<file path="config.mk">
export PLATFORM = sky130hd
export DESIGN_NAME = rv32i_fetch_unit_flat
export DESIGN_NICKNAME = d
export VERILOG_FILES = /design/src/rtl/rv32i_pkg.sv /design/src/rtl/rv32i_fetch_unit_if.sv /design/src/rtl/rv32i_fetch_slot.sv /design/src/rtl/rv32i_fetch_unit.sv /design/src/flat_wrapper.sv
export SDC_FILE = /design/constraint.sdc
export NUM_CORES = 1
export LEC_CHECK = 0
export BUFFER_PORTS_ARGS = -buffer_cell sky130_fd_sc_hd__buf_4
export CAP_MARGIN = 25
export CORE_MARGIN = 8
export CORE_UTILIZATION = 48
export DETAILED_ROUTE_END_ITERATION = 8
export PLACE_DENSITY = 0.8
export REMOVE_ABC_BUFFERS = 1
export SYNTH_ARGS = -nofsm -noshare
export SYNTH_HDL_FRONTEND = slang
export SYNTH_SLANG_ARGS = --single-unit
</file>
<file path="constraint.sdc">
create_clock -name i_clk -period 2.8 [get_ports i_clk]
set_input_delay 0.56 -clock i_clk [delete_from_list [all_inputs] [get_ports i_clk]]
set_output_delay 0.56 -clock i_clk [all_outputs]
set_load 0.005 [all_outputs]
</file>
<file path="src/rtl/rv32i_pkg.sv">
// rtl/rv32i_pkg.sv - shared types and constants for the RV32I instruction fetch path
package rv32i_pkg;

    typedef enum logic {
        FETCH,
        FAULT
    } fetch_state_e;

    typedef enum logic [1:0] {
        P0,
        P1,
        P2
    } mem_phase_e;

    localparam logic [31:0] INSTR_BYTES = 32'd4;
    localparam logic [31:0] NOP_INSTR   = 32'h0000_0013;

    function automatic mem_phase_e next_phase(input mem_phase_e p);
        case (p)
            P0:      return P1;
            P1:      return P2;
            default: return P0;
        endcase
    endfunction

endpackage

</file>
<file path="src/rtl/rv32i_fetch_unit_if.sv">
// rtl/rv32i_fetch_unit_if.sv - instruction memory read bus, decode handshake and redirect port
interface rv32i_fetch_unit_if;

    logic        o_mem_rd_en;
    logic [31:0] o_mem_rd_addr;
    logic [31:0] i_mem_rd_data;
    logic        i_mem_rd_valid;
    logic [31:0] o_instr;
    logic [31:0] o_instr_pc;
    logic        o_instr_valid;
    logic        i_instr_ready;
    logic        i_redirect_valid;
    logic [31:0] i_redirect_pc;
    logic        o_fetch_fault;

    modport master (
        output o_mem_rd_en, o_mem_rd_addr, o_instr, o_instr_pc, o_instr_valid, o_fetch_fault,
        input  i_mem_rd_data, i_mem_rd_valid, i_instr_ready, i_redirect_valid, i_redirect_pc
    );

    modport slave (
        input  o_mem_rd_en, o_mem_rd_addr, o_instr, o_instr_pc, o_instr_valid, o_fetch_fault,
        output i_mem_rd_data, i_mem_rd_valid, i_instr_ready, i_redirect_valid, i_redirect_pc
    );

endinterface

</file>
<file path="src/rtl/rv32i_fetch_slot.sv">
// rtl/rv32i_fetch_slot.sv - single-entry valid/ready output register with flush
module rv32i_fetch_slot (
    input  logic        i_clk,
    input  logic        i_rst,
    input  logic        i_flush,
    input  logic        i_load,
    input  logic [31:0] i_data,
    input  logic [31:0] i_pc,
    input  logic        i_ready,
    output logic        o_valid,
    output logic [31:0] o_data,
    output logic [31:0] o_pc,
    output logic        o_free
);

    logic        valid_q, valid_d;
    logic [31:0] data_q, data_d;
    logic [31:0] pc_q, pc_d;

    // Flush wins over a same-cycle load or consume.
    always_comb begin
        valid_d = valid_q;
        data_d  = data_q;
        pc_d    = pc_q;
        if (i_flush) begin
            valid_d = 1'b0;
        end else if (i_load) begin
            valid_d = 1'b1;
            data_d  = i_data;
            pc_d    = i_pc;
        end else if (valid_q && i_ready) begin
            valid_d = 1'b0;
        end
    end

    always_ff @(posedge i_clk) begin
        if (i_rst) begin
            valid_q <= 1'b0;
            data_q  <= 32'h0;
            pc_q    <= 32'h0;
        end else begin
            valid_q <= valid_d;
            data_q  <= data_d;
            pc_q    <= pc_d;
        end
    end

    assign o_valid = valid_q;
    assign o_data  = data_q;
    assign o_pc    = pc_q;
    assign o_free  = !valid_q || i_ready;

endmodule

</file>
<file path="src/rtl/rv32i_fetch_unit.sv">
// rtl/rv32i_fetch_unit.sv - PC, 3-phase imem read window tracking and decode slot; RV32I_FETCH_MISALIGN_EN adds FAULT
module rv32i_fetch_unit
    import rv32i_pkg::*;
#(
    parameter logic [31:0] RESET_PC       = 32'h0000_0000,
    parameter int          IMEM_ADDR_BITS = 9
) (
    input logic                 i_clk,
    input logic                 i_rst,
    rv32i_fetch_unit_if.master  fetch_if
);

    if (IMEM_ADDR_BITS < 3 || IMEM_ADDR_BITS > 32) begin : g_bad_imem_bits
        $error("IMEM_ADDR_BITS must be in 3..32");
    end

    fetch_state_e state_q, state_d;
    mem_phase_e   phase_q, phase_d;
    logic [31:0]  pc_q, pc_d;
    logic         dirty_q, dirty_d;
    logic         rd_en_q, rd_en_d;
    logic         mem_err_q, mem_err_d;
    logic [31:0]  target;
    logic         redirect;
    logic         load;
    logic         slot_free;

    always_comb begin
        redirect  = fetch_if.i_redirect_valid;
        phase_d   = next_phase(phase_q);
        state_d   = state_q;
        pc_d      = pc_q;
        dirty_d   = dirty_q;
`ifdef RV32I_FETCH_MISALIGN_EN
        target = fetch_if.i_redirect_pc;
        if (redirect) begin
            state_d = (target[1:0] != 2'b00) ? FAULT : FETCH;
        end
`else
        target = fetch_if.i_redirect_pc & ~32'h3;
`endif
        // A response is only trusted if the address held still for its whole window.
        load = (state_q == FETCH) && (phase_q == P2) && fetch_if.i_mem_rd_valid
               && !dirty_q && !redirect && slot_free;
        if (redirect) begin
            pc_d = target;
        end else if (load) begin
            pc_d = pc_q + INSTR_BYTES;
        end
        if (phase_q == P2) begin
            dirty_d = 1'b0;
        end else if (redirect) begin
            dirty_d = 1'b1;
        end
        rd_en_d   = (state_d == FETCH);
        mem_err_d = mem_err_q | (fetch_if.i_mem_rd_valid && (phase_q != P2));
    end

    always_ff @(posedge i_clk) begin
        if (i_rst) begin
            state_q   <= FETCH;
            phase_q   <= P0;
            pc_q      <= RESET_PC;
            dirty_q   <= 1'b0;
            rd_en_q   <= 1'b0;
            mem_err_q <= 1'b0;
        end else begin
            state_q   <= state_d;
            phase_q   <= phase_d;
            pc_q      <= pc_d;
            dirty_q   <= dirty_d;
            rd_en_q   <= rd_en_d;
            mem_err_q <= mem_err_d;
        end
    end

    rv32i_fetch_slot u_slot (
        .i_clk   (i_clk),
        .i_rst   (i_rst),
        .i_flush (redirect),
        .i_load  (load),
        .i_data  (fetch_if.i_mem_rd_data),
        .i_pc    (pc_q),
        .i_ready (fetch_if.i_instr_ready),
        .o_valid (fetch_if.o_instr_valid),
        .o_data  (fetch_if.o_instr),
        .o_pc    (fetch_if.o_instr_pc),
        .o_free  (slot_free)
    );

    assign fetch_if.o_mem_rd_en   = rd_en_q;
    assign fetch_if.o_mem_rd_addr = {pc_q[31:2], 2'b00};
`ifdef RV32I_FETCH_MISALIGN_EN
    assign fetch_if.o_fetch_fault = (state_q == FAULT);
`else
    assign fetch_if.o_fetch_fault = 1'b0;
`endif

endmodule

</file>
<file path="src/flat_wrapper.sv">
// flat-port wrapper written by rule: the top's interface ports become plain ports
module rv32i_fetch_unit_flat import rv32i_pkg::*;
#(
    parameter logic [31:0] RESET_PC       = 32'h0000_0000,
    parameter int          IMEM_ADDR_BITS = 9
)
  (i_clk, i_rst, fetch_if_o_mem_rd_en, fetch_if_o_mem_rd_addr, fetch_if_o_instr, fetch_if_o_instr_pc, fetch_if_o_instr_valid, fetch_if_o_fetch_fault, fetch_if_i_mem_rd_data, fetch_if_i_mem_rd_valid, fetch_if_i_instr_ready, fetch_if_i_redirect_valid, fetch_if_i_redirect_pc);
  rv32i_fetch_unit_if fetch_if_i ();
  input logic i_clk;
  input logic i_rst;
  output wire logic [$bits(fetch_if_i.o_mem_rd_en)-1:0] fetch_if_o_mem_rd_en;
  output wire logic [$bits(fetch_if_i.o_mem_rd_addr)-1:0] fetch_if_o_mem_rd_addr;
  output wire logic [$bits(fetch_if_i.o_instr)-1:0] fetch_if_o_instr;
  output wire logic [$bits(fetch_if_i.o_instr_pc)-1:0] fetch_if_o_instr_pc;
  output wire logic [$bits(fetch_if_i.o_instr_valid)-1:0] fetch_if_o_instr_valid;
  output wire logic [$bits(fetch_if_i.o_fetch_fault)-1:0] fetch_if_o_fetch_fault;
  input wire logic [$bits(fetch_if_i.i_mem_rd_data)-1:0] fetch_if_i_mem_rd_data;
  input wire logic [$bits(fetch_if_i.i_mem_rd_valid)-1:0] fetch_if_i_mem_rd_valid;
  input wire logic [$bits(fetch_if_i.i_instr_ready)-1:0] fetch_if_i_instr_ready;
  input wire logic [$bits(fetch_if_i.i_redirect_valid)-1:0] fetch_if_i_redirect_valid;
  input wire logic [$bits(fetch_if_i.i_redirect_pc)-1:0] fetch_if_i_redirect_pc;
  assign fetch_if_o_mem_rd_en = fetch_if_i.o_mem_rd_en;
  assign fetch_if_o_mem_rd_addr = fetch_if_i.o_mem_rd_addr;
  assign fetch_if_o_instr = fetch_if_i.o_instr;
  assign fetch_if_o_instr_pc = fetch_if_i.o_instr_pc;
  assign fetch_if_o_instr_valid = fetch_if_i.o_instr_valid;
  assign fetch_if_o_fetch_fault = fetch_if_i.o_fetch_fault;
  assign fetch_if_i.i_mem_rd_data = fetch_if_i_mem_rd_data;
  assign fetch_if_i.i_mem_rd_valid = fetch_if_i_mem_rd_valid;
  assign fetch_if_i.i_instr_ready = fetch_if_i_instr_ready;
  assign fetch_if_i.i_redirect_valid = fetch_if_i_redirect_valid;
  assign fetch_if_i.i_redirect_pc = fetch_if_i_redirect_pc;
  rv32i_fetch_unit #(.RESET_PC(RESET_PC), .IMEM_ADDR_BITS(IMEM_ADDR_BITS)) u_core (.i_clk(i_clk), .i_rst(i_rst), .fetch_if(fetch_if_i));
endmodule
</file>
==> out/summary.json <==
{
  "power.share.clock": 0.372,
  "grt_overflow": 0,
  "worstSkewPairLatency_ps": 360,
  "drt-total-wl_microns": 12900,
  "synthToLayoutAreaGrowth_pct": 36.0,
  "synthesis.area_sq_um": 4100,
  "finalSetupViolCount": 0,
  "slew-limit-headroom": 0.593,
  "timing.hold.worst.start": "fetch_if_i_mem_rd_data[21]",
  "ctsHoldBuffers": 0,
  "fin_nets": 740,
  "timing.critical_path.required_ps": 3090,
  "setup.worst_path.end_class": "flop",
  "path_common_cell": "or4_4",
  "fin_worst_skew_ps": 15.5,
  "final.fill_count": 727,
  "synth_warnings": 0,
  "critPathSlowestCell": "or4_4",
  "maximum_root_to_sink_buffer_count": 2,
  "top_ports": 168,
  "crit_path_cell_trace": "ha_1 > nand3_1 > or4_4 > or4_4 > or2_0 > a31oi_1",
  "startpoint": "u_core.pc_q[3]",
  "wirelength_met1_microns": 5190,
  "grt_usage": 0.208,
  "route.antenna.remaining_nets": 0,
  "grt_antenna_before_repair": 0,
  "rsz_0062_raised_after_global_routing": "false",
  "post_route_cells_drive_above_1_share": 0.295,
  "wl_met3_microns": 967,
  "wire_per_inst_microns": 16.6,
  "synth_top_area_frac": 0.473,
  "synth.lib_cells_used.distinct": 49,
  "hold_class": "in -> reg",
  "syn_area_per_cell_sq_um": 7.83,
  "dp.final_hpwl_microns": 8970,
  "critPathArrivalTime_ps": 2730,
  "cpPeakStageDelay_ps": 560,
  "vias": 4254,
  "power.switching_fraction": 0.249,
  "initialDrtViolationCount": 200,
  "holdPathEnd": "u_core.u_slot.o_data[21]",
  "rr_worst_depth": 6,
  "post_cts.repair.setup_buffers": 0,
  "htreeDepth": 3,
  "worstReg2RegEnd": "u_core.pc_q[30]",
  "synth_ff_type": "dfxtp_1",
  "hold_viol": 0,
  "seq_power_share": 0.535,
  "final.min_clock_period_ps": 2440,
  "first_global_vias": 3992,
  "hold_depth": 3,
  "cts.repair.resized": 0,
  "yosys_register_bits": 97,
  "cts_inserted_buffers": 9,
  "cts_num_sinks": 97,
  "detailedRoute.firstPassIterationCount": 5,
  "yosysSeqAreaShare": 0.473,
  "top_layer_used": "met4",
  "power_switching_w": 0.000683,
  "core_sq_um": 8260,
  "synth_enable_flop_cells": 0,
  "core.rowCount": 33,
  "highest_count_cells_in_the_layout_ignoring_fill_and_taps": "buf_4 (171), nand2_1 (144), dfxtp_1 (97), a21oi_1 (80)",
  "power.leakage_nw": 2.27,
  "layout_commonest_cell": "buf_4",
  "maximum_number_of_pins_on_one_net_before_global_route_repair": 88,
  "critPathMaxFanout": 6,
  "worst_tran_pin_value_ps": 610,
  "floorplan.die_area_sq_um": 11800,
  "powerDensity_nw_per_um2": 491,
  "r2r_setup_slack_ps": 360,
  "result_of_the_run": "finished, final reports clean",
  "gp_congestion": 0.787,
  "num_antenna_cells": 0,
  "drt_drc_violations_left": 0,
  "met2WireLength_microns": 6560,
  "initial_utilization": 0.497,
  "synth_top_cells_by_area": "dfxtp_1 (47%), nand2_1 (13%), a21oi_1 (9.8%)",
  "die_width_microns": 108,
  "report.final.slew_viol_count": 0,
  "netlist_instances": 524,
  "pwr-share-comb": 0.093,
  "finalHoldWorstSlack_ps": 436,
  "die_y_microns": 108,
  "critPathLaunchType": "flop",
  "post-route-period-util": 0.871,
  "finish.utilization": 0.676,
  "routed_via_density": 5.46,
  "first_pass_grt_wire_length_microns": 20000,
  "cap_violations": 0,
  "cts_root_buf": "clkbuf_8",
  "fmaxAchievable_ghz": 0.410,
  "synth_top_cell_by_area": "dfxtp_1",
  "async_flop_share": 0,
  "internal_power_w": 0.00206,
  "placement.io_buffers": 160,
  "worstSetupPathType": "reg -> reg",
  "power.ir.vdd_worst_mv": 0.272,
  "reg_to_reg_critical_path_startpoint": "u_core.pc_q[3]",
  "cts_tree": "yes",
  "cts.clk_slew.worst_paths_ps": 100
}
-- logic make-up (layout without fill, tap and decap cells) --
group                      after synthesis  in the layout  share of synthesized area
buffers and inverters                   48            194                     0.0521
and+or+nand+nor                        236            236                      0.266
muxes                                    2              2                    0.00549
other                                    1              5                   0.000914
adders and majority gates                1              1                    0.00305
AOI/OAI and AO/OA                      130            130                      0.180
xor gates and xnor gates                 9              9                     0.0192
DFF                                     97             97                      0.473
-- per-stage QoR --
step / std cells / total power [W] / TNS, ps / worst slack [ps] / instance area [sq um]
floorplan: 487 / 0.00156 / -35580 / -1250 / 3930
CTS: 779 / 0.00275 / 0 / 369 / 5580
finish: 779 / 0.00274 / 0 / 360 / 5580
detailed placement: 764 / 0.00175 / 0 / 418 / 5370
global route: 779 / 0.00284 / 0 / 262 / 5580
global placement: 764 / 0.00174 / 0 / 457 / 5370
-- how the worst max path moves through the flow --
stage                            to  slack (ps)  cells after the start
CTS                 u_core.pc_q[30]         370                      6
global placement    u_core.pc_q[30]         460                      6
finish              u_core.pc_q[30]         360                      6
global route        u_core.pc_q[30]         260                      6
detailed placement  u_core.pc_q[30]         420                      6
floorplan           u_core.pc_q[30]       -1250                      5
-- worst max-delay path: cells and delay by family, from the launching register on --
kind / cells / cell delay [ps]
DFF: 1 / 430
adders and majority gates: 1 / 270
and+or+nand+nor: 4 / 1510
AOI/OAI and AO/OA: 1 / 160
-- cell usage after synthesis (all sizes together) (5+ instances only) --
master  count
nor2b       6
nand4      14
a21oi      80
dfxtp      97
inv         7
clkbuf     29
nand2     144
buf        12
o221ai      5
a31oi       8
nor3        7
and3        6
o21ai      16
a22oi       7
nor2       17
nand3      17
xor2        9
-- layout make-up --
class / instances / area, sq um / area share
clock buffers: 9 / 124 / 0.0222
clock inverters: 6 / 90.1 / 0.0161
inverters: 7 / 26.3 / 0.00471
multi-input cells: 383 / 1960 / 0.352
flip-flops and latches: 97 / 1940 / 0.348
well taps: 105 / 131 / 0.0235
repair buffers: 172 / 1300 / 0.234
-- flip-flops by register name (all words and copies together), names as in the netlist --
signal / flops
u_core.u_slot.o_data: 32
u_core.pc_q: 30
u_core.u_slot.o_pc: 30
u_core.phase_q: 2
u_core.dirty_q: 1
u_core.fetch_if.o_mem_rd_en: 1
u_core.u_slot.o_valid: 1
-- power groups by stage --
stage	clock network, W	registers [W]	logic, W
after floorplan	0	0.00149	0.0000743
after CTS	0.00103	0.00146	0.000256
after global routing	0.00108	0.00147	0.000279
after global placement	0	0.00149	0.000249
final	0.00102	0.00147	0.000256
after detailed placement	0	0.00150	0.000254
-- routing by layer --
| metal | GRT usage | up-vias |
|---|---|---|
| li1 | - | 2090 |
| met1 | 0.251 | 1996 |
| met2 | 0.350 | 154 |
| met3 | 0.0595 | 14 |
| met4 | 0.0645 | 0 |
| met5 | 0 | - |
(Power assumes the default switching activity.)
